--- config.mk ---
export PLATFORM = sky130hd
export DESIGN_NAME = fp_convert_pipe
export DESIGN_NICKNAME = d
export VERILOG_FILES = /design/src/rtl/fp_convert_pipe_pkg.sv /design/src/rtl/fp_convert_pipe_lzc32.sv /design/src/rtl/fp_convert_pipe.sv
export SDC_FILE = /design/constraint.sdc
export NUM_CORES = 2
export LEC_CHECK = 0
export CAP_MARGIN = 40
export CORE_MARGIN = 8
export CORE_UTILIZATION = 53
export DETAILED_ROUTE_END_ITERATION = 8
export PLACE_DENSITY = 0.71
export SETUP_SLACK_MARGIN = 0.1
export SYNTH_ARGS = -nofsm -noshare
export SYNTH_HDL_FRONTEND = slang
export SYNTH_SLANG_ARGS = --single-unit
--- constraint.sdc ---
create_clock -name clk -period 6.9 [get_ports clk]
set_input_delay 0.69 -clock clk [delete_from_list [all_inputs] [get_ports clk]]
set_output_delay 0.69 -clock clk [all_outputs]
set_load 0.005 [all_outputs]
--- src/rtl/fp_convert_pipe_pkg.sv ---
// Shared FPU types: op encodings, rounding modes, per-lane stage-1 record and
// the rounding-increment rule reused by the FMA.
package pkg_opengpu;

    localparam int DATA_WIDTH = 32;

    typedef enum logic [2:0] {
        FPU_CVTWS  = 3'd0,
        FPU_CVTWUS = 3'd1,
        FPU_CVTSW  = 3'd2,
        FPU_CVTSWU = 3'd3
    } fpu_op_t;

    typedef enum logic [2:0] {
        RM_RNE = 3'd0,
        RM_RTZ = 3'd1,
        RM_RDN = 3'd2,
        RM_RUP = 3'd3,
        RM_RMM = 3'd4
    } fp_rm_t;

    // bits holds the truncated integer magnitude (float->int) or the
    // normalised magnitude (int->float); g/st only matter for float->int.
    typedef struct packed {
        logic        sign;
        logic        nan;
        logic        ovf;
        logic [31:0] bits;
        logic        g;
        logic        st;
        logic [4:0]  lz;
        logic        zero;
    } lane_s1_t;

    // Undefined encodings 5-7 fall through to round-to-nearest-even.
    function automatic logic rnd_inc(input logic [2:0] rm, input logic g,
                                     input logic s, input logic l, input logic sg);
        case (rm)
            RM_RTZ:  return 1'b0;
            RM_RDN:  return sg & (g | s);
            RM_RUP:  return ~sg & (g | s);
            RM_RMM:  return g;
            default: return g & (s | l);
        endcase
    endfunction

endpackage

--- src/rtl/fp_convert_pipe_lzc32.sv ---
// 32-bit leading-zero counter with an all-zero flag.
module fp_lzc32 (
    input  logic [31:0] i_data,
    output logic [4:0]  o_cnt,
    output logic        o_zero
);

    always_comb begin : b_scan
        logic found;
        found = 1'b0;
        o_cnt = 5'd0;
        for (int i = 31; i >= 0; i--) begin
            if (!found && i_data[i]) begin
                o_cnt = 5'(31 - i);
                found = 1'b1;
            end
        end
    end

    assign o_zero = ~|i_data;

endmodule

--- src/rtl/fp_convert_pipe.sv ---
// Two-stage, multi-lane float<->int32 converter with valid/ready backpressure,
// IEEE rounding modes and per-lane invalid/inexact flags.
module fp_convert_pipe
    import pkg_opengpu::*;
#(
    parameter int LANES     = 4,
    parameter int TAG_WIDTH = 8
) (
    input  logic                          clk,
    input  logic                          rst_n,
    input  logic                          in_valid,
    output logic                          in_ready,
    input  fpu_op_t                       in_op,
    input  logic [2:0]                    in_rm,
    input  logic [LANES-1:0]              in_mask,
    input  logic [LANES*DATA_WIDTH-1:0]   in_data,
    input  logic [TAG_WIDTH-1:0]          in_tag,
    output logic                          out_valid,
    input  logic                          out_ready,
    output logic [LANES*DATA_WIDTH-1:0]   out_data,
    output logic [LANES-1:0]              out_nv,
    output logic [LANES-1:0]              out_nx,
    output logic [TAG_WIDTH-1:0]          out_tag
);

    logic                        r_vld_p1, r_vld_p2;
    logic                        w_s1_en, w_s2_en;
    fpu_op_t                     r_op_p1;
    logic [2:0]                  r_rm_p1;
    logic [LANES-1:0]            r_mask_p1;
    logic [TAG_WIDTH-1:0]        r_tag_p1;
    lane_s1_t [LANES-1:0]        w_s1_all, r_s1_p1;
    logic [LANES*DATA_WIDTH-1:0] w_res_all, r_data_p2;
    logic [LANES-1:0]            w_nv_all, w_nx_all, r_nv_p2, r_nx_p2;
    logic [TAG_WIDTH-1:0]        r_tag_p2;

    assign w_s2_en  = !r_vld_p2 || out_ready;
    assign w_s1_en  = !r_vld_p1 || w_s2_en;
    assign in_ready = w_s1_en;

    for (genvar l = 0; l < LANES; l++) begin : g_lane
        logic [31:0] w_x, w_abs, w_norm;
        logic [7:0]  w_e, w_ebias, w_sh;
        logic [23:0] w_m;
        logic [55:0] w_wide, w_fix;
        logic        w_lost, w_isgn, w_zero;
        logic [4:0]  w_lz;
        lane_s1_t    w_s1, w_q;
        logic [32:0] w_mag;
        logic [24:0] w_mant;
        logic [7:0]  w_exp;
        logic [22:0] w_frac;
        logic        w_fg, w_fs, w_inc_f, w_inc_i;
        logic [31:0] w_res;
        logic        w_nv, w_nx;

        // S1: value * 2^24 as a 56-bit fixed-point word; shifted-out bits fold into sticky
        assign w_x     = in_data[DATA_WIDTH*l +: DATA_WIDTH];
        assign w_e     = w_x[30:23];
        assign w_m     = {|w_e, w_x[22:0]};
        assign w_ebias = (w_e == 8'd0) ? 8'd1 : w_e;
        assign w_sh    = 8'd158 - w_ebias;
        assign w_wide  = {w_m, 32'b0};
        assign w_fix   = w_wide >> w_sh;
        assign w_lost  = |(w_wide & ~({56{1'b1}} << w_sh));

        assign w_isgn  = (in_op == FPU_CVTSW) && w_x[31];
        assign w_abs   = w_isgn ? (~w_x + 32'd1) : w_x;
        fp_lzc32 u_lzc (.i_data(w_abs), .o_cnt(w_lz), .o_zero(w_zero));
        assign w_norm  = w_abs << w_lz;

        always_comb begin
            w_s1 = '0;
            if (in_op == FPU_CVTWS || in_op == FPU_CVTWUS) begin
                w_s1.sign = w_x[31];
                w_s1.nan  = (w_e == 8'hFF) && (w_x[22:0] != 23'd0);
                w_s1.ovf  = (w_e >= 8'd159);
                w_s1.bits = w_fix[55:24];
                w_s1.g    = w_fix[23];
                w_s1.st   = (|w_fix[22:0]) | w_lost;
            end else begin
                w_s1.sign = w_isgn;
                w_s1.bits = w_norm;
                w_s1.lz   = w_lz;
                w_s1.zero = w_zero;
            end
        end
        assign w_s1_all[l] = w_s1;

        // S2: round, range-check and pack
        assign w_q     = r_s1_p1[l];
        assign w_inc_i = rnd_inc(r_rm_p1, w_q.g, w_q.st, w_q.bits[0], w_q.sign);
        assign w_mag   = {1'b0, w_q.bits} + {32'b0, w_inc_i};
        assign w_fg    = w_q.bits[7];
        assign w_fs    = |w_q.bits[6:0];
        assign w_inc_f = rnd_inc(r_rm_p1, w_fg, w_fs, w_q.bits[8], w_q.sign);
        assign w_mant  = {1'b0, w_q.bits[31:8]} + {24'b0, w_inc_f};
        assign w_exp   = 8'd158 - {3'b0, w_q.lz} + {7'b0, w_mant[24]};
        assign w_frac  = w_mant[24] ? 23'd0 : w_mant[22:0];

        always_comb begin
            w_res = 32'd0;
            w_nv  = 1'b0;
            w_nx  = 1'b0;
            if (r_mask_p1[l]) begin
                case (r_op_p1)
                    FPU_CVTWS: begin
                        if (w_q.nan || (!w_q.sign && (w_q.ovf || w_mag > 33'h07FFFFFFF))) begin
                            w_res = 32'h7FFFFFFF;
                            w_nv  = 1'b1;
                        end else if (w_q.sign && (w_q.ovf || w_mag > 33'h080000000)) begin
                            w_res = 32'h80000000;
                            w_nv  = 1'b1;
                        end else begin
                            w_res = w_q.sign ? (~w_mag[31:0] + 32'd1) : w_mag[31:0];
                            w_nx  = w_q.g | w_q.st;
                        end
                    end
                    FPU_CVTWUS: begin
                        if (w_q.nan || (!w_q.sign && (w_q.ovf || w_mag[32]))) begin
                            w_res = 32'hFFFFFFFF;
                            w_nv  = 1'b1;
                        end else if (w_q.sign && (w_q.ovf || w_mag != 33'd0)) begin
                            w_nv  = 1'b1;
                        end else begin
                            w_res = w_q.sign ? 32'd0 : w_mag[31:0];
                            w_nx  = w_q.g | w_q.st;
                        end
                    end
                    FPU_CVTSW, FPU_CVTSWU: begin
                        if (!w_q.zero) begin
                            w_res = {w_q.sign, w_exp, w_frac};
                            w_nx  = w_fg | w_fs;
                        end
                    end
                    default: ;
                endcase
            end
        end
        assign w_res_all[DATA_WIDTH*l +: DATA_WIDTH] = w_res;
        assign w_nv_all[l] = w_nv;
        assign w_nx_all[l] = w_nx;
    end

    always_ff @(posedge clk or negedge rst_n) begin
        if (!rst_n) begin
            r_vld_p1  <= 1'b0;
            r_vld_p2  <= 1'b0;
            r_data_p2 <= '0;
            r_nv_p2   <= '0;
            r_nx_p2   <= '0;
            r_tag_p2  <= '0;
        end else begin
            if (w_s1_en) r_vld_p1 <= in_valid;
            if (w_s2_en) r_vld_p2 <= r_vld_p1;
            if (w_s2_en && r_vld_p1) begin
                r_data_p2 <= w_res_all;
                r_nv_p2   <= w_nv_all;
                r_nx_p2   <= w_nx_all;
                r_tag_p2  <= r_tag_p1;
            end
        end
    end

    always_ff @(posedge clk) begin
        if (w_s1_en && in_valid) begin
            r_op_p1   <= in_op;
            r_rm_p1   <= in_rm;
            r_mask_p1 <= in_mask;
            r_tag_p1  <= in_tag;
            r_s1_p1   <= w_s1_all;
        end
    end

    assign out_valid = r_vld_p2;
    assign out_data  = r_data_p2;
    assign out_nv    = r_nv_p2;
    assign out_nx    = r_nx_p2;
    assign out_tag   = r_tag_p2;

endmodule

# --- After elaboration in Yosys (flattened, before gate mapping) ---
# Index checks and enable logic that the tools add are counted.
word_totals:
  ramBits: 0
  mem_bits_ro: 0
  reg_bits: 336
  n_memories: 0
  latch_bits: 0
  inputBits: 150
  wordCells: 881
classes:
  n_eq_ne: 13
  shifts: 12
  order_cmp: 12
  div: 0
  bitwise_logic: 64
  add_sub_neg: 28
  n_reduce_logical: 346
  n_mul: 0
  mux: 364
ops:
  columns: ["op", "count"]
  rows:
  - ["2-to-1 mux 32 bit", 40]
  - ["one-hot mux 32 bit (3 select lines)", 4]
  - ["2-to-1 mux 5 bit", 64]
  - ["adder 32 x 1 -> 32 bit, second input constant", 8]
  - ["inverter 32 bit", 8]
  - ["AND 56 bit", 4]
  - ["inverter 56 bit", 4]
  - ["OR reduction 56 bit", 4]
  - ["left shift 56 x 8 -> 56 bit, first input constant", 4]
  - [">> shifter 56 x 8 -> 56 bit", 4]
  - ["2-to-1 mux 1 bit", 176]
  - ["logical AND 1 bit", 150]
  - ["zero test 1 bit", 134]
  - ["adder 32 x 1 -> 33 bit", 4]
  - ["greater-than comparator 33 x 31 -> 1 bit, second input constant", 4]
  - ["greater-than comparator 33 x 32 -> 1 bit, second input constant", 4]
  - ["nonzero test 33 bit", 4]
  - ["2-to-1 mux 4 bit", 32]
  - ["OR reduction 32 bit", 4]
  - ["left shift 32 x 5 -> 32 bit", 4]
  - ["adder 24 x 1 -> 25 bit", 4]
  - ["2-to-1 mux 23 bit", 4]
  - ["nonzero test 23 bit", 4]
  - ["OR reduction 23 bit", 4]
  - ["23 further kinds", 163]

# --- Longest topological paths before layout ---
logic_depth:
  ltp_word: 99
  ltp_mapped: 23
  ltp_nobuf: 20

# --- By module ---
# From an unflattened synthesis, not the netlist that was laid out.
unflattened:
  hier_cells: 6311
  area_unflattened_um2: 46454.6
by_module_without_submodules:
  columns: ["mod", "cells_each", "seq_area_each_um2", "area_per_inst_um2", "n_inst"]
  rows:
  - ["fp_convert_pipe", 6003, 9359.0, 44497.7, 1]
  - ["fp_lzc32", 77, 0.0, 489.2, 4]

# --- Worst setup path after synthesis ---
# Ideal clock, no wire load.
synth_timing:
  path_type: "reg-to-reg"
  start: "register r_s1_p1, in the netlist g_lane[1].w_q[42]"
  end: "register r_data_p2[40] (netlist: out_data[40])"
  path_buffers: 5
  setup_ns: 0.083
  slack_ns: 1.063
  arrival_time_ns: 5.755
  path_stages_with_launch: 23
  path_cell_list: "edfxtp_1 -> clkbuf_1 -> clkbuf_1 -> clkbuf_1 -> xor2_1 -> nand2_1 -> a21oi_1 -> ha_1 -> ha_1 -> clkbuf_1 -> nand3_1 -> or4_1 -> or4_1 -> nor3_1 -> xor2_1 -> or4_1 -> or3_1 -> o31ai_1 -> a21oi_1 -> nor2_1 -> clkbuf_1 -> a211oi_1 -> o21ai_0"
synth_via:
  elab_chain_len: 11
  elab_cells_between_ends: 35
synth_lines:
  columns: ["element", "line_no", "rtl"]
  rows:
  - ["start: declaration", "fp_convert_pipe.sv:32", "lane_s1_t [LANES-1:0] w_s1_all, r_s1_p1;"]
  - ["start signal: assignment", "fp_convert_pipe.sv:171", "r_s1_p1 <= w_s1_all;"]
  - ["inverter 1 bit", "fp_convert_pipe_pkg.sv:41", "RM_RUP: return ~sg & (g | s);"]
  - ["AND 1 bit", "fp_convert_pipe_pkg.sv:41", null]
  - ["one-hot mux 1 bit (4 select lines)", "fp_convert_pipe_pkg.sv:38", "case (rm)"]
  - ["adder 32 x 1 -> 33 bit", "fp_convert_pipe.sv:93", "assign w_mag = {1'b0, w_q.bits} + {32'b0, w_inc_i};"]
  - ["inverter 32 bit (tied with other cells)", "fp_convert_pipe.sv:115", "w_res = w_q.sign ? (~w_mag[31:0] + 32'd1) : w_mag[31:0];"]
  - ["adder 32 x 1 -> 32 bit (tied with other cells)", "fp_convert_pipe.sv:115", null]
  - ["2-to-1 mux 32 bit (tied with other cells)", "fp_convert_pipe.sv:115", null]
  - ["2-to-1 mux 32 bit (tied with other cells)", "fp_convert_pipe.sv:111", "end else if (w_q.sign && (w_q.ovf || w_mag > 33'h080000000)) begin"]
  - ["2-to-1 mux 32 bit (on tied branches)", "fp_convert_pipe.sv:108, fp_convert_pipe.sv:120", null]
  - ["one-hot mux 32 bit (3 select lines) *", "fp_convert_pipe.sv:106", "case (r_op_p1)"]
  - ["2-to-1 mux 32 bit *", "fp_convert_pipe.sv:105", "if (r_mask_p1[l]) begin"]
  - ["end signal: assignment", "fp_convert_pipe.sv:157", "r_data_p2 <= w_res_all;"]
  - ["end: declaration", "fp_convert_pipe.sv:33", "logic [LANES*DATA_WIDTH-1:0] w_res_all, r_data_p2;"]
# Every way passes the cells marked *; elsewhere a longest branch is shown, timed or not.
# A chain may end at the register's enable or synchronous reset.

# --- Worst setup path in the final report ---
layout_timing:
  start: "register r_rm_p1[1]"
  end: "register r_data_p2[33] (netlist: out_data[33])"
layout_via:
  elab_chain_len: 10
  elab_cells_between_ends: 33
layout_lines:
  columns: ["element", "line_no", "rtl"]
  rows:
  - ["start: declaration", "fp_convert_pipe.sv:29", "logic [2:0] r_rm_p1;"]
  - ["start signal: assignment", "fp_convert_pipe.sv:168", "r_rm_p1 <= in_rm;"]
  - ["== test 3 bit (tied with other cells)", "fp_convert_pipe_pkg.sv:38", null]
  - ["one-hot mux 1 bit (4 select lines)", "fp_convert_pipe_pkg.sv:38", null]
  - ["adder 32 x 1 -> 33 bit", "fp_convert_pipe.sv:93", null]
  - ["inverter 32 bit (tied with other cells)", "fp_convert_pipe.sv:115", null]
  - ["adder 32 x 1 -> 32 bit (tied with other cells)", "fp_convert_pipe.sv:115", null]
  - ["2-to-1 mux 32 bit (tied with other cells)", "fp_convert_pipe.sv:115", null]
  - ["2-to-1 mux 32 bit (tied with other cells)", "fp_convert_pipe.sv:111", null]
  - ["2-to-1 mux 32 bit (on tied branches)", "fp_convert_pipe.sv:108, fp_convert_pipe.sv:120", null]
  - ["one-hot mux 32 bit (3 select lines) *", "fp_convert_pipe.sv:106", null]
  - ["2-to-1 mux 32 bit *", "fp_convert_pipe.sv:105", null]
# Marks and branches as above.

==> run summary <==
======================================================================================
Total power                                                                   8.539 mW
Synth warn                                                                           0
Hold Crit Class                                                             reg -> reg
Biggest area contributors in the synthesized netlist                      sky130_fd_sc_hd__edfxtp_1 (12%), sky130_fd_sc_hd__mux2i_1 (8.6%), sky130_fd_sc_hd__dfrtp_1 (7.9%)
Largest fanout of any net on the critical path                                      17
Post-detailed-routing wire length                                             198.9 mm
Fraction of power consumed by combinational cells                                43.3%
Routed length per instance                                                    26.05 um
Maximum level of the CTS H-tree                                                      2
Net switching power of the design                                             3.540 mW
Clk pwr share                                                                    26.3%
DRT Pass-1 Iters                                                                     9
Layout-stage area growth over the synthesis result                              14.00%
Total setup violations reported at the end of the flow                               0
Vias in the first global route                                                   48420
Number of nets with antenna violations after detailed routing                        0
Commonest non-fill, non-tap cell in the layout                            sky130_fd_sc_hd__nand2_1
Die height                                                                    311.5 um
Measured slew at the worst slew-check pin                                    0.9345 ns
Pin count of the biggest net entering global routing                               157
Clk_lat worst skew                                                             0.59 ns
Peak VDD IR                                                                   206.8 uV
Post-synthesis cell type with the largest combined area                   sky130_fd_sc_hd__edfxtp_1
Netlist Area Pre-Place                                                       46270 um2
Number of nets in the layout                                                      6639
Weighted congestion reported at the end of routability-driven placement          1.069
Placed wire-length estimate                                                   153.7 mm
Total GRT Usage                                                                 38.15%
Initial core utilization                                                        53.42%
Num rows                                                                           108
Sinks on Clock Net                                                                 336
Sequential area share after synthesis                                           20.23%
Worst Setup End Kind                                                          register
I/O pin count                                                                      296
Number of max-slew violations in the final report                                    0
Overall die area                                                             97020 um2
First-pass GRT wire length                                                    299.4 mm
Clock tree from TritonCTS                                                          yes
Cell area power density                                                   161.9 nW/um2
Number of endpoints with negative hold slack in the final report                     0
Clock root buffer master                                                  sky130_fd_sc_hd__clkbuf_16
Arrival time of the worst setup path                                           6.53 ns
Leakage component of the power                                                19.37 nW
Yosys cell types                                                                   112
Overflow left after global routing                                                   0
Top achievable clock speed                                                   163.9 MHz
Share of layout cells above drive strength 1                                    9.339%
Area fraction of the dominant cell type after synthesis                         12.33%
Cell count after synthesis                                                        6336
Fraction of power spent switching nets                                          41.46%
Violated checks                                                           design-rule violations
Crit share post-route                                                           88.43%
Number of remaining DRC errors                                                      20
Worst Skew                                                                  0.02519 ns
Final period demand of the worst path                                         6.102 ns
Internal cell power                                                           4.999 mW
Via count                                                                        53820
Status                                                                    finished, violations left
Post-Synthesis Net Count                                                          6528
CTS clk-pin slew, worst paths                                                  0.07 ns
Flop2flop setup slack                                                          0.80 ns
Flops & latches, synth                                                             336
Number of synthesized flops with an enable pin                                     190
Slew Limit Headroom                                                             37.70%
Main flop type after synthesis                                            sky130_fd_sc_hd__edfxtp_1
Unrepaired setup endpoints after global routing                                  false
Number of antenna violations at the first check in global routing                    6
Required time of the critical path                                             7.33 ns
Maximum count of clock buffers along a single path                                   3
Max-capacitance violation count                                                      0
Setup CP Type                                                               reg -> reg
Die span in x                                                                 311.5 um
Via count normalized by instance count                                           7.048
Launching element type of the critical path                                   register
Core region area                                                             86620 um2
Commonest non-fill, non-tap cells in the layout                           sky130_fd_sc_hd__nand2_1 (790), sky130_fd_sc_hd__o21ai_0 (572), sky130_fd_sc_hd__nor2_1 (546)
Setup_tns                                                                         0 ns
Synth async-reset ratio                                                         43.45%
First DRT Iteration DRCs                                                          8451
Syn Area/Cell                                                                7.303 um2
Number of CTS-inserted buffers                                                      40
Share of total power in sequential cells                                         30.4%
PortBufs                                                                           295
======================================================================================
==> cell type report <==
cell class | count | area, um2
multi-input cells | 5359 | 34740
diodes | 3 | 7.507
clock buffers | 44 | 1036
flip-flops and latches | 336 | 9359
repair buffers | 614 | 5448
fillers | 8012 | 33870
inverters | 96 | 360.3
well taps | 1155 | 1445
clock inverters | 29 | 349.1
==> Yosys cell counts, types with 63 or more instances <==
cell type	count
sky130_fd_sc_hd__a21oi_1	325
sky130_fd_sc_hd__a222oi_1	67
sky130_fd_sc_hd__a22oi_1	63
sky130_fd_sc_hd__a31oi_1	87
sky130_fd_sc_hd__and2_1	66
sky130_fd_sc_hd__clkbuf_1	450
sky130_fd_sc_hd__dfrtp_1	146
sky130_fd_sc_hd__edfxtp_1	190
sky130_fd_sc_hd__inv_1	90
sky130_fd_sc_hd__mux2_2	71
sky130_fd_sc_hd__mux2i_1	399
sky130_fd_sc_hd__nand2_1	791
sky130_fd_sc_hd__nand3_1	243
sky130_fd_sc_hd__nand4_1	114
sky130_fd_sc_hd__nor2_1	547
sky130_fd_sc_hd__nor3_1	195
sky130_fd_sc_hd__nor4_1	90
sky130_fd_sc_hd__o21ai_0	572
sky130_fd_sc_hd__o221ai_1	73
sky130_fd_sc_hd__o22ai_1	96
sky130_fd_sc_hd__or3_1	73
sky130_fd_sc_hd__xnor2_1	269
sky130_fd_sc_hd__xor2_1	211
==> power by group through the flow <==
| stage | sequential [mW] | combinational [mW] | clock, mW |
|---|---|---|---|
| finish | 2.59 | 3.70 | 2.25 |
| global route | 2.61 | 3.91 | 2.34 |
| CTS | 2.58 | 3.56 | 2.27 |
| detailed placement | 2.62 | 3.54 | 0 |
| global placement | 2.61 | 3.52 | 0 |
| floorplan | 2.49 | 2.38 | 0 |
==> routing by layer <==
metal	global-route usage [%]	wire, um	part of all wire (%)
met1	51.98	79370	40
met2	57.24	83420	42
met3	9.598	25580	13
met4	15.75	10500	5.3
met5	0	24	0.012
==> logic make-up (layout without fill, tap and decap cells) <==
| family | count (synthesis) | count (layout) | synth area share, % |
|---|---|---|---|
| and+or+nand+nor | 2446 | 2446 | 25.70 |
| AOI/OAI and AO/OA | 1899 | 1899 | 27.17 |
| buffers and inverters | 641 | 783 | 5.435 |
| muxes | 489 | 489 | 11.18 |
| xor gates and xnor gates | 480 | 480 | 9.085 |
| DFF | 336 | 336 | 20.23 |
| adders and majority gates | 45 | 45 | 1.201 |
| other | 0 | 3 | 0 |
==> worst max-delay path: stages, from the launching register on <==
cell,delay (ns)
sky130_fd_sc_hd__edfxtp_1,0.44
sky130_fd_sc_hd__nor2_1,0.19
sky130_fd_sc_hd__buf_4,0.26
sky130_fd_sc_hd__o21ai_0,0.11
sky130_fd_sc_hd__nand2b_1,0.08
sky130_fd_sc_hd__o311ai_0,0.14
sky130_fd_sc_hd__a21oi_1,0.18
sky130_fd_sc_hd__ha_1,0.20
sky130_fd_sc_hd__ha_1,0.29
sky130_fd_sc_hd__nand3_1,0.20
sky130_fd_sc_hd__or4_1,0.63
sky130_fd_sc_hd__or4_1,0.51
sky130_fd_sc_hd__nor3_1,0.38
sky130_fd_sc_hd__nand3_1,0.21
sky130_fd_sc_hd__nor2_1,0.15
sky130_fd_sc_hd__xor2_1,0.43
sky130_fd_sc_hd__o31ai_1,0.15
sky130_fd_sc_hd__a21oi_1,0.22
sky130_fd_sc_hd__buf_4,0.26
sky130_fd_sc_hd__o21ai_0,0.12
sky130_fd_sc_hd__a222oi_1,0.63
sky130_fd_sc_hd__o21ai_0,0.16
==> what timing repair did <==
item | in CTS | in global routing
buffers inserted | 0 | 0
resized for setup | 0 | 0
endpoints found under the setup margin | 0 | 0
hold buffers | 1 | 0
hold endpoints to repair | 25 | 0
==> through the flow <==
step	cells	area [um2]	util (%)	hold slack (ns)	worst slack, ns
after floorplan	6336	46270	-	0.3944	1.063
after global placement	7546	51190	59.09	0.4242	0.5949
after detailed placement	7557	51330	59.27	0.4386	0.4508
after CTS	7631	52730	60.88	0.4538	0.9133
after global routing	7633	52740	60.89	0.4710	0.3968
final	7636	52750	60.90	0.4521	0.7980
==> final timing paths <==
path / from / endpoint / depth (start not counted)
worst min register to register: r_tag_p1[1] / out_tag[1] / 2
worst max-delay path: r_rm_p1[1] / out_data[33] / 21
max in group asynchronous: rst_n / out_data[78] / 4
worst max register to register: r_rm_p1[1] / out_data[33] / 21
worst min-delay path: r_tag_p1[1] / out_tag[1] / 2
min in group asynchronous: rst_n / out_tag[1] / 2
==> state kept, by name (all words and copies together), names as in the netlist <==
name and count:
r_rm_p1 3, out_nx 4, g_lane.w_fg 4, out_tag 8, r_vld_p1 1, out_valid 1, r_tag_p1 8, out_data 128
r_op_p1 3, r_mask_p1 4, out_nv 4, g_lane.w_q 168
Power figures use the tool's default switching activity.
